## src/rtl/byp_ctrl_pkg.sv

```systemverilog
// byp_ctrl_pkg: shared register-address parameters and the destination tuple carried down the pipe
package byp_ctrl_pkg;
  localparam int ADDR_W = 4;
  localparam logic [ADDR_W-1:0] R0_IDX = '0;
  typedef struct packed {
    logic [ADDR_W-1:0] addr;
    logic we;
    logic ld;
  } dst_t;
  // R0 is hardwired zero, so it can never be a bypass source
  function automatic logic hit(input logic re, input dst_t t, input logic [ADDR_W-1:0] a);
    return re && t.we && (t.addr == a) && (a != R0_IDX);
  endfunction
endpackage

```

## src/rtl/byp_ctrl_dst_pipe_reg.sv

```systemverilog
// dst_pipe_reg: destination tuple flop with stall-hold and clear-to-bubble
module dst_pipe_reg
  import byp_ctrl_pkg::*;
(
  input  logic clk,
  input  logic rst_n,
  input  logic hold,
  input  logic clr,
  input  dst_t d,
  output dst_t q
);
  always_ff @(posedge clk or negedge rst_n)
    if (!rst_n) q <= '0;
    else if (!hold) q <= clr ? '0 : d;
endmodule

```

## src/rtl/byp_ctrl.sv

```systemverilog
// byp_ctrl: bypass select generation, load-use interlock and WB write control for a 5-stage pipe
module byp_ctrl
  import byp_ctrl_pkg::*;
(
  input  logic              clk,
  input  logic              rst_n,
  input  logic [ADDR_W-1:0] p0_addr,
  input  logic [ADDR_W-1:0] p1_addr,
  input  logic              re0,
  input  logic              re1,
  input  logic [ADDR_W-1:0] dst_addr_ID,
  input  logic              we_ID,
  input  logic              ld_ID,
  input  logic              flush,
  input  logic              stall_ext,
  output logic              byp0_EX,
  output logic              byp0_DM,
  output logic              byp1_EX,
  output logic              byp1_DM,
  output logic              stall_IF_ID,
  output logic              stall_ID_EX,
  output logic              stall_EX_DM,
  output logic              stall_DM_WB,
  output logic [ADDR_W-1:0] rf_w_addr_DM_WB,
  output logic              rf_we_DM_WB
);
  dst_t id_t, ex_t, dm_t, wb_t;
  logic [1:0] hit_ex, hit_dm;
  logic lu, bubble, stall;
  // writes to R0 are dropped at the source so they never reach WB
  assign id_t = '{addr: dst_addr_ID, we: we_ID && (dst_addr_ID != R0_IDX), ld: ld_ID};
  assign hit_ex = {hit(re1, ex_t, p1_addr), hit(re0, ex_t, p0_addr)};
  assign hit_dm = {hit(re1, dm_t, p1_addr), hit(re0, dm_t, p0_addr)};
  assign lu = (|hit_ex) && ex_t.ld;
  assign bubble = flush || lu;
  assign stall = stall_ext && rst_n;
  assign stall_ID_EX = stall;
  assign stall_EX_DM = stall;
  assign stall_DM_WB = stall;
  assign stall_IF_ID = stall || (lu && !flush);
  assign rf_w_addr_DM_WB = wb_t.addr;
  assign rf_we_DM_WB = wb_t.we;
  dst_pipe_reg u_id_ex (.clk(clk), .rst_n(rst_n), .hold(stall), .clr(bubble), .d(id_t), .q(ex_t));
  dst_pipe_reg u_ex_dm (.clk(clk), .rst_n(rst_n), .hold(stall), .clr(1'b0), .d(ex_t), .q(dm_t));
  dst_pipe_reg u_dm_wb (.clk(clk), .rst_n(rst_n), .hold(stall), .clr(1'b0), .d(dm_t), .q(wb_t));
  always_ff @(posedge clk or negedge rst_n)
    if (!rst_n) {byp0_EX, byp0_DM, byp1_EX, byp1_DM} <= '0;
    else if (!stall) {byp0_EX, byp0_DM, byp1_EX, byp1_DM} <= bubble ? '0 : {hit_ex[0], hit_dm[0], hit_ex[1], hit_dm[1]};
endmodule
```

## config.mk

```make
export PLATFORM = sky130hd
export DESIGN_NAME = byp_ctrl
export DESIGN_NICKNAME = d
export VERILOG_FILES = /design/src/rtl/byp_ctrl_pkg.sv /design/src/rtl/byp_ctrl_dst_pipe_reg.sv /design/src/rtl/byp_ctrl.sv
export SDC_FILE = /design/constraint.sdc
export NUM_CORES = 1
export LEC_CHECK = 0
export BUFFER_PORTS_ARGS = -buffer_cell sky130_fd_sc_hd__buf_2
export CAP_MARGIN = 15
export CORE_UTILIZATION = 51
export CTS_CLUSTER_DIAMETER = 120
export DETAILED_ROUTE_END_ITERATION = 10
export PLACE_DENSITY = 0.79
export SYNTH_ARGS = -nofsm -noshare
export SYNTH_HDL_FRONTEND = slang
export SYNTH_HIERARCHICAL = 1
export SYNTH_SLANG_ARGS = --single-unit
```

## constraint.sdc

```tcl
create_clock -name clk -period 1.9 [get_ports clk]
set_clock_uncertainty 0.05 [all_clocks]
set_input_delay 0.19 -clock clk [delete_from_list [all_inputs] [get_ports clk]]
set_output_delay 0.19 -clock clk [all_outputs]
set_load 0.01 [all_outputs]
```

==> flow_summary.json <==
{
  "status": "finished, violations left",
  "violations": "negative setup slack",
  "crit_path_start_kind": "flip-flop",
  "syn_area_per_cell_um2": 9.64,
  "worst_setup_path_end_kind": "output pin",
  "hold_path_depth": 2,
  "cts_made_buffers": 3,
  "insertion_delay_ns": 0.32,
  "io_pins": 33,
  "gr-total-overflow": 0,
  "htree_levels": 1,
  "cts_buffer_depth": 2,
  "regArea_um2": 500,
  "core-area_um2": 1980,
  "criticalPathCategory": "flip-flop to output pin",
  "max_freq_mhz": 514,
  "die_y_um": 48.2,
  "leakage_nw": 0.702,
  "initial_core_util": 0.550,
  "drv_cap": 0,
  "first_global_vias": 842,
  "fin_nets": 183,
  "drtIter0Drc": 15,
  "dr.pass1.iters": 4,
  "nFillCells": 171,
  "clock-sinks": 20,
  "diodes": 0,
  "grt_pass1_wl_mm": 3.53,
  "endpoint": "stall_IF_ID",
  "port_buffers": 32,
  "multi_input_area_um2": 591,
  "track_usage": 0.226,
  "irDropWorstVdd_mv": 0.583,
  "gp_congestion": 0.865,
  "area_delta_synth_final_pct": 29.3,
  "startpoint": "u_id_ex/q[3]$_DFFE_PN0N_",
  "drcViolationCount": 0,
  "finalCritPeriodShare": 1.02,
  "clk_pin_slew_ns": 0.12,
  "hold_viol_final": 0,
  "cp_data_arrival_time_ns": 1.71,
  "die_w_um": 48.2,
  "p_per_area_nw_per_um2": 635,
  "antenna_found_initial": 0,
  "cts_tree": "built",
  "r2r_slack_ns": 0.09,
  "finalCriticalPeriod_ns": 1.95,
  "hold_class": "input port to flip-flop",
  "tightest_slew_ns": 0.634,
  "routedWlPerCell_um": 13.1,
  "dieArea_um2": 2330,
  "syn_area_um2": 1090,
  "dr_total_vias": 966,
  "grt_max_degree": 29,
  "reg2reg_from": "u_id_ex/q[3]$_DFFE_PN0N_",
  "tns_ns": -0.0457,
  "rows": 16,
  "cts_root_buf": "clkbuf_4",
  "setup_viol_count_final": 1,
  "drv_slew": 0,
  "reg2reg_depth": 8,
  "r2r_end": "u_id_ex/q[3]$_DFFE_PN0N_",
  "viasPerCell": 5.11,
  "antenna_left": 0,
  "yosysWarningCount": 6,
  "routed_wl_mm": 2.47,
  "drive_gt1_frac": 0.309,
  "dp_hpwl_mm": 1.74,
  "timing.slew.headroom": 0.572,
  "dp_slack_ns": -0.00967,
  "syn_inst": 113,
  "cp_max_fo": 3,
  "rsz0062_at_grt": "yes",
  "layout_setup_ws_ns": -0.0457,
  "crit_required_ns": 1.66
}
[worst min path at each step]
stage / start / endpoint / slack (ns)
2_1_floorplan: rst_n / byp0_DM$_DFFE_PN0N_ / -0.16
3_3_place_gp: rst_n / u_dm_wb/q[5]$_DFFE_PN0N_ / 0.13
6_report: dst_addr_ID[1] / u_id_ex/q[3]$_DFFE_PN0N_ / 0.05
3_5_place_dp: rst_n / u_dm_wb/q[5]$_DFFE_PN0N_ / 0.14
5_1_grt: dst_addr_ID[3] / u_id_ex/q[5]$_DFFE_PN0N_ / 0.07
4_1_cts: dst_addr_ID[1] / u_id_ex/q[3]$_DFFE_PN0N_ / 0.05
[state kept, by name, indices dropped and copies added, names as in the netlist]
| register | count |
|---|---|
| u_ex_dm/q | 5 |
| byp0_DM | 1 |
| byp1_DM | 1 |
| u_dm_wb/q | 5 |
| u_id_ex/q | 6 |
| byp0_EX | 1 |
| byp1_EX | 1 |
[cells in the final DEF (no fill, tap or decap), drive strengths merged]
cell         count
buf             41
dfrtp           20
nand2           17
o21ai           15
nand2b          13
xor2            10
conb            10
xnor2            6
a22o             5
clkbuf           4
nor2             3
nor4             3
o41a             2
nand3            2
nor3             2
o41ai            1
o21a             1
or2              1
and2             1
inv              1
a21o             1
nor3b            1
nand4            1
dlygate4sd3      1
[where the power goes]
| part | switching, W | internal (W) | total [W] |
|---|---|---|---|
| Sequential | 0.0000232 | 0.000446 | 0.000469 |
| Combinational | 0.0000879 | 0.0000796 | 0.000168 |
| Clock | 0.000141 | 0.000117 | 0.000258 |
| Total | 0.000252 | 0.000643 | 0.000895 |
[worst max-delay path, stage by stage, from the launching register on]
cell and delay, ns:
dfrtp_1 0.44, xnor2_1 0.14, nand2_1 0.10, nor4_4 0.31
o21a_1 0.17, a21o_2 0.13, buf_6 0.09
[routing by layer]
layer,global-route usage,wire [um]
met3,0.0667,137
met4,0.0611,19
met1,0.285,1100
met5,0,0
met2,0.376,1210
[layout make-up]
cell class | count | area share
Inverter | 1 | 0.00266
Tap cell | 27 | 0.0240
Sequential cell | 20 | 0.355
Clock buffer | 4 | 0.0258
Timing Repair Buffer | 42 | 0.173
Multi-Input combinational cell | 95 | 0.419
[what timing repair did]
action	in CTS	in global routing
endpoints found under the hold margin	20	0
hold buffers	1	0
cloned	0	0
resized for setup	3	2
pin swaps	4	1
buffers inserted	5	1
endpoints found under the setup margin	2	7
[per-stage QoR]
| stage | hold slack (ns) | std cells | total power, W | instance area (um2) | utilization |
|---|---|---|---|---|---|
| after global placement | 0.131 | 178 | 0.000616 | 1290 | 0.650 |
| after floorplan | -0.156 | 122 | 0.000563 | 1120 | - |
| final | 0.0535 | 189 | 0.000895 | 1410 | 0.711 |
| after global routing | 0.0705 | 189 | 0.000940 | 1410 | 0.711 |
| after CTS | 0.0547 | 188 | 0.000890 | 1390 | 0.703 |
| after detailed placement | 0.140 | 178 | 0.000622 | 1290 | 0.650 |
(Power assumes the default switching activity.)
